==> config.mk <==
export PLATFORM = sky130hd
export DESIGN_NAME = sky130_fd_io__amuxbus_arbiter
export DESIGN_NICKNAME = d
export VERILOG_FILES = /design/src/rtl/sky130_fd_io__amuxbus_arbiter.sv
export SDC_FILE = /design/constraint.sdc
export NUM_CORES = 1
export LEC_CHECK = 0
export ABC_AREA = 1
export BUFFER_PORTS_ARGS = -buffer_cell sky130_fd_sc_hd__buf_2
export CAP_MARGIN = 0
export CORE_UTILIZATION = 50
export CTS_BUF_LIST = sky130_fd_sc_hd__clkbuf_4 sky130_fd_sc_hd__clkbuf_8
export DETAILED_ROUTE_END_ITERATION = 6
export PLACE_DENSITY = 0.76
export SLEW_MARGIN = 20
export SYNTH_ARGS = -nofsm -noshare
export SYNTH_HDL_FRONTEND = slang
export SYNTH_SLANG_ARGS = --single-unit
==> constraint.sdc <==
create_clock -name CLK -period 1.76 [get_ports CLK]
set_input_delay 0.352 -clock CLK [delete_from_list [all_inputs] [get_ports CLK]]
set_output_delay 0.352 -clock CLK [all_outputs]
set_load 0.02 [all_outputs]
==> src/rtl/sky130_fd_io__amuxbus_arbiter.sv <==
// Shares AMUXBUS_A/AMUXBUS_B among NREQ pads: round-robin winner per bus, break-before-make
// switch sequencing and a settle delay before grant. One independent FSM per bus.
module sky130_fd_io__amuxbus_arbiter #(
  parameter int NREQ          = 4,
  parameter int BBM_CYCLES    = 2,
  parameter int SETTLE_CYCLES = 3
) (
  input  logic            CLK,
  input  logic            RESET_B,
  input  logic            DISABLE,
  input  logic [NREQ-1:0] REQ,
  input  logic [NREQ-1:0] BUS_SEL,
  output logic [NREQ-1:0] GNT,
  output logic [NREQ-1:0] ENA_A,
  output logic [NREQ-1:0] ENA_B,
  output logic            BUSY_A,
  output logic            BUSY_B
);

  localparam int PW   = (NREQ > 1) ? $clog2(NREQ) : 1;
  localparam int CMAX = (BBM_CYCLES > SETTLE_CYCLES) ? BBM_CYCLES : SETTLE_CYCLES;
  localparam int CW   = (CMAX > 1) ? $clog2(CMAX) : 1;

  localparam logic [PW-1:0] PTR_RST = PW'(NREQ - 1);
  localparam logic [CW-1:0] BBM_LD  = CW'(BBM_CYCLES - 1);
  localparam logic [CW-1:0] SET_LD  = CW'(SETTLE_CYCLES - 1);
  localparam logic [CW-1:0] CNT_ONE = CW'(1);

  typedef enum logic [1:0] {
    S_IDLE  = 2'd0,
    S_BREAK = 2'd1,
    S_MAKE  = 2'd2,
    S_OWN   = 2'd3
  } state_e;

  function automatic logic [PW-1:0] rr_step(input logic [PW-1:0] base, input int ofs);
    int s;
    s = int'(base) + ofs;
    if (s >= NREQ) begin
      s = s - NREQ;
    end else begin
      s = s;
    end
    return s[PW-1:0];
  endfunction

  for (genvar b = 0; b < 2; b++) begin : g_bus
    state_e          state_q;
    logic [CW-1:0]   cnt_q;
    logic [PW-1:0]   ptr_q;
    logic [PW-1:0]   win_q;
    logic            rel_q;
    logic [NREQ-1:0] ena_q;
    logic [NREQ-1:0] gnt_q;
    logic [NREQ-1:0] cand_s;
    logic [NREQ-1:0] win_oh_s;
    logic [PW-1:0]   pick_s;
    logic            found_s;
    logic            win_ok_s;

    assign cand_s   = (b == 0) ? (REQ & ~BUS_SEL) : (REQ & BUS_SEL);
    assign win_ok_s = cand_s[win_q];
    assign win_oh_s = {{(NREQ-1){1'b0}}, 1'b1} << win_q;

    // Round-robin pick: first candidate after the pointer, the pointer itself tried last.
    always_comb begin
      pick_s  = ptr_q;
      found_s = 1'b0;
      for (int j = 1; j <= NREQ; j++) begin
        if (!found_s && cand_s[rr_step(ptr_q, j)]) begin
          found_s = 1'b1;
          pick_s  = rr_step(ptr_q, j);
        end else begin
          pick_s  = pick_s;
        end
      end
    end

    // Bus FSM; rel_q marks a BREAK that ends in IDLE (release/abort) rather than MAKE.
    always_ff @(posedge CLK or negedge RESET_B) begin
      if (!RESET_B) begin
        state_q <= S_IDLE;
        cnt_q   <= '0;
        ptr_q   <= PTR_RST;
        win_q   <= '0;
        rel_q   <= 1'b0;
        ena_q   <= '0;
        gnt_q   <= '0;
      end else if (DISABLE) begin
        state_q <= S_IDLE;
        cnt_q   <= '0;
        rel_q   <= 1'b0;
        ena_q   <= '0;
        gnt_q   <= '0;
      end else begin
        case (state_q)
          S_IDLE: begin
            if (found_s) begin
              ptr_q   <= pick_s;
              win_q   <= pick_s;
              state_q <= S_BREAK;
              cnt_q   <= BBM_LD;
              rel_q   <= 1'b0;
            end
          end
          S_BREAK: begin
            if (!rel_q && !win_ok_s) begin
              cnt_q <= BBM_LD;
              rel_q <= 1'b1;
            end else if (cnt_q == '0) begin
              if (rel_q) begin
                state_q <= S_IDLE;
                rel_q   <= 1'b0;
              end else begin
                state_q <= S_MAKE;
                ena_q   <= win_oh_s;
                cnt_q   <= SET_LD;
              end
            end else begin
              cnt_q <= cnt_q - CNT_ONE;
            end
          end
          S_MAKE: begin
            if (!win_ok_s) begin
              ena_q   <= '0;
              state_q <= S_BREAK;
              cnt_q   <= BBM_LD;
              rel_q   <= 1'b1;
            end else if (cnt_q == '0) begin
              state_q <= S_OWN;
              gnt_q   <= win_oh_s;
            end else begin
              cnt_q <= cnt_q - CNT_ONE;
            end
          end
          S_OWN: begin
            if (!win_ok_s) begin
              ena_q   <= '0;
              gnt_q   <= '0;
              state_q <= S_BREAK;
              cnt_q   <= BBM_LD;
              rel_q   <= 1'b1;
            end
          end
          default: begin
            state_q <= S_IDLE;
            cnt_q   <= '0;
            rel_q   <= 1'b0;
            ena_q   <= '0;
            gnt_q   <= '0;
          end
        endcase
      end
    end
  end

  assign ENA_A  = g_bus[0].ena_q;
  assign ENA_B  = g_bus[1].ena_q;
  assign GNT    = g_bus[0].gnt_q | g_bus[1].gnt_q;
  assign BUSY_A = (g_bus[0].state_q != S_IDLE);
  assign BUSY_B = (g_bus[1].state_q != S_IDLE);

endmodule

==> flow_metrics.tcl <==
set metrics [dict create \
    grt_overflow 0 \
    drv_slew 0 \
    ant_nets 0 \
    use_met2_pct 39.7 \
    die_height_um 78.2 \
    setup_violations 0 \
    holdBufCountCts 0 \
    path_delay_family "flip-flops" \
    routed_wl_um 6870 \
    core_sq_um 5540 \
    nets 506 \
    crit_slowest_cell "dfstp_4" \
    whs_ns 0.0730 \
    crit_path_end_kind "flop" \
    synthFlopType "dfrtp_1" \
    required_ns 1.99 \
    synth_edf_count 0 \
    synth_top_area_share_pct 25.9 \
    postSynthAreaPerCell_sq_um 6.63 \
    fin_crit_sh_pct 98.2 \
    rsz0062_at_grt "true" \
    max_stage_delay_ns 0.66 \
    grt_first_pass_wirelength_um 11400 \
    wl_per_cell_um 12.3 \
    syn_nets 461 \
    p_comb_share_pct 66.1 \
    worstPathMaxFanout 7 \
    antenna_found_initial 0 \
    clkSlewWorstSetupHoldPaths_ns 0.08 \
    internal_power_mw 2.95 \
    p_seq_share_pct 23.6 \
    cts_tree "done" \
    gp_congestion 0.913 \
    mostFrequentLayoutCells "nand2_1 (148), nor2_1 (52), inv_1 (38), nand3_1 (32), dfrtp_1 (28)" \
    hp-class "in -> async" \
    use_met1_pct 29.6 \
    gr-usage-all-layers_pct 23.1 \
    period_needed_ns 1.73 \
    drt-initial-drc-count 208 \
    grt_max_degree 35 \
    seq_area_frac_synth_pct 29.5 \
    p_leak_nw 1.88 \
    yosysWarnings 0 \
    p_sw_mw 3.08 \
    num_vias 2905 \
    criticalPathCategory "reg -> reg" \
    cts-htree-levels 2 \
    fmax_mhz 578 \
    cp_num_buf_inv 1 \
    dieWidth_um 78.2 \
    final_util_pct 62.1 \
    finalPower_mw 6.03 \
    via_per_inst 5.22 \
    clkPwrFrac_pct 10.3 \
    tightest_slew_ns 0.436 \
    finalClockSkew_ns 0.00788 \
    slew_headroom_pct 70.9 \
    nFillCells 484 \
    fp-row-count 27 \
    ys_seq_elements 34 \
    grt_pass1_vias 2646 \
    grt-busiest-layer "met2" \
    final_common_cell "nand2_1" \
    irDropWorstVdd_mv 1.15 \
    synth_cell_types 32 \
    synth.area.top_cells "dfrtp_1 (26%), nand2_1 (20%), nor2_1 (7.0%), nand3_1 (6.7%), ha_1 (5.2%)" \
    syn2layout_area_growth_pct 18.6 \
    outcome "finished, final reports clean" \
    startpoint_type "flop" \
    dpl.hpwl_um 5020 \
    syn_area_sq_um 2900 \
    synth_top_cell_by_area "dfrtp_1" \
    ios 25 \
    swShare_pct 51.0 \
    antenna_cells 0 \
    maxCapViolCount 0 \
    dieArea_sq_um 6110 \
    clkSinkCount 34 \
    powerDensity_nw_per_um2 1750 \
    dr.pass1.iters 4 \
    finalHoldViolCount 0 \
    initial_core_util_pct 52.4 \
    cts_buffers 5 \
    cts_root_buffer "clkbuf_8" \
    clock_latency_ns 0.30 \
    clk_path_buf_depth 2 \
    crit_chain "buf_6, xor2_4, nand2_2, nand2_4, nand2_4, nor2_8, nand3_4, nand2_2, nand2_1, o21ai_1" \
    portBuffers 24 \
    grt_use_met3_pct 3.84 \
    drcViolationCount 0 \
    syn_inst 438 \
    crit_arrival_ns 1.96 \
    drive_above_1_share_pct 27.9 \
    async_reset_ff_share_pct 100 \
]
-- worst paths after layout --
kind	start	slack (ns)	depth (start not counted)	to
max in group asynchronous	RESET_B	1.33	2	g_bus[0].ptr_q[1]
worst max register to register	g_bus[1].ptr_q[0]	0.03	10	g_bus[1].rel_q
worst max-delay path	g_bus[1].ptr_q[0]	0.03	10	g_bus[1].rel_q
worst min-delay path	RESET_B	0.07	2	g_bus[1].cnt_q[1]
min in group CLK	g_bus[1].gnt_q[2]	0.48	2	g_bus[1].gnt_q[2]
worst min register to register	g_bus[1].gnt_q[2]	0.48	2	g_bus[1].gnt_q[2]
-- through the flow --
step	area [sq um]	cells	setup TNS, ns	setup slack (ns)
2_1_floorplan	2900	438	0	0.163
3_3_place_gp	3100	532	0	0.0794
3_5_place_dp	3100	532	0	0.0388
4_1_cts	3190	540	0	0.0223
5_1_grt	3440	556	-0.455	-0.0528
6_report	3440	556	0	0.0311
-- registers in the layout, summed over array words and instances (netlist names) --
name           flops
g_bus.cnt_q        4
g_bus.gnt_q        8
ENA_B              4
g_bus.rel_q        2
g_bus.win_q        4
g_bus.state_q      4
ENA_A              4
g_bus.ptr_q        4
-- synthesized netlist by cell type, types with 2 or more instances --
library cell  number
o21ai_1            7
inv_1             40
inv_2              8
nand4_1            9
a21oi_1            5
nand3b_1           2
nand3_1           39
o21ai_0           16
nor2_4             4
nor2_2             5
inv_4              2
buf_2              2
nand2_4            5
dfrtp_1           30
nand2_1          154
nand2_2           14
nor2_1            54
buf_4              2
buf_6              3
nand3_4            3
dfstp_2            4
or2_2              4
nand3_2            6
ha_1              12
-- final cells by class --
cell class                      count  area (sq um)  area share [%]
Sequential cell                    34           862            25.0
Clock buffer                        6          82.6            2.40
Multi-Input combinational cell    346          1890            55.0
Inverter                           50           195            5.67
Timing Repair Buffer               46           305            8.87
Clock inverter                      2          12.5           0.364
Tap cell                           72          90.1            2.62
-- layer usage --
layer  routed length [um]  up-vias
li1                     -     1471
met1                 3010     1346
met2                 3390       73
met3                  317       15
met4                  140        0
met5                    0        -
-- kinds of logic after synthesis --
| kind of cell | after synthesis | synth area share (%) |
|---|---|---|
| buffers and inverters | 58 | 8.79 |
| adders and majority gates | 12 | 5.17 |
| xor gates and xnor gates | 2 | 1.51 |
| and+or+nand+nor | 300 | 49.1 |
| AOI/OAI and AO/OA | 32 | 5.95 |
| DFF | 34 | 29.5 |
-- power by group through the flow --
stage               registers, mW  clock network (mW)  logic [mW]
floorplan                    1.32                   0        2.86
global placement             1.44                   0        3.30
detailed placement           1.44                   0        3.38
CTS                          1.43               0.633        3.40
global route                 1.47               0.676        4.44
finish                       1.42               0.621        3.99
-- repair_timing --
| action | in CTS | in global routing |
|---|---|---|
| endpoints found under the setup margin | 0 | 34 |
| gates resized for setup | 0 | 37 |
| buffers inserted | 0 | 16 |
Power figures use the tool's default switching activity.
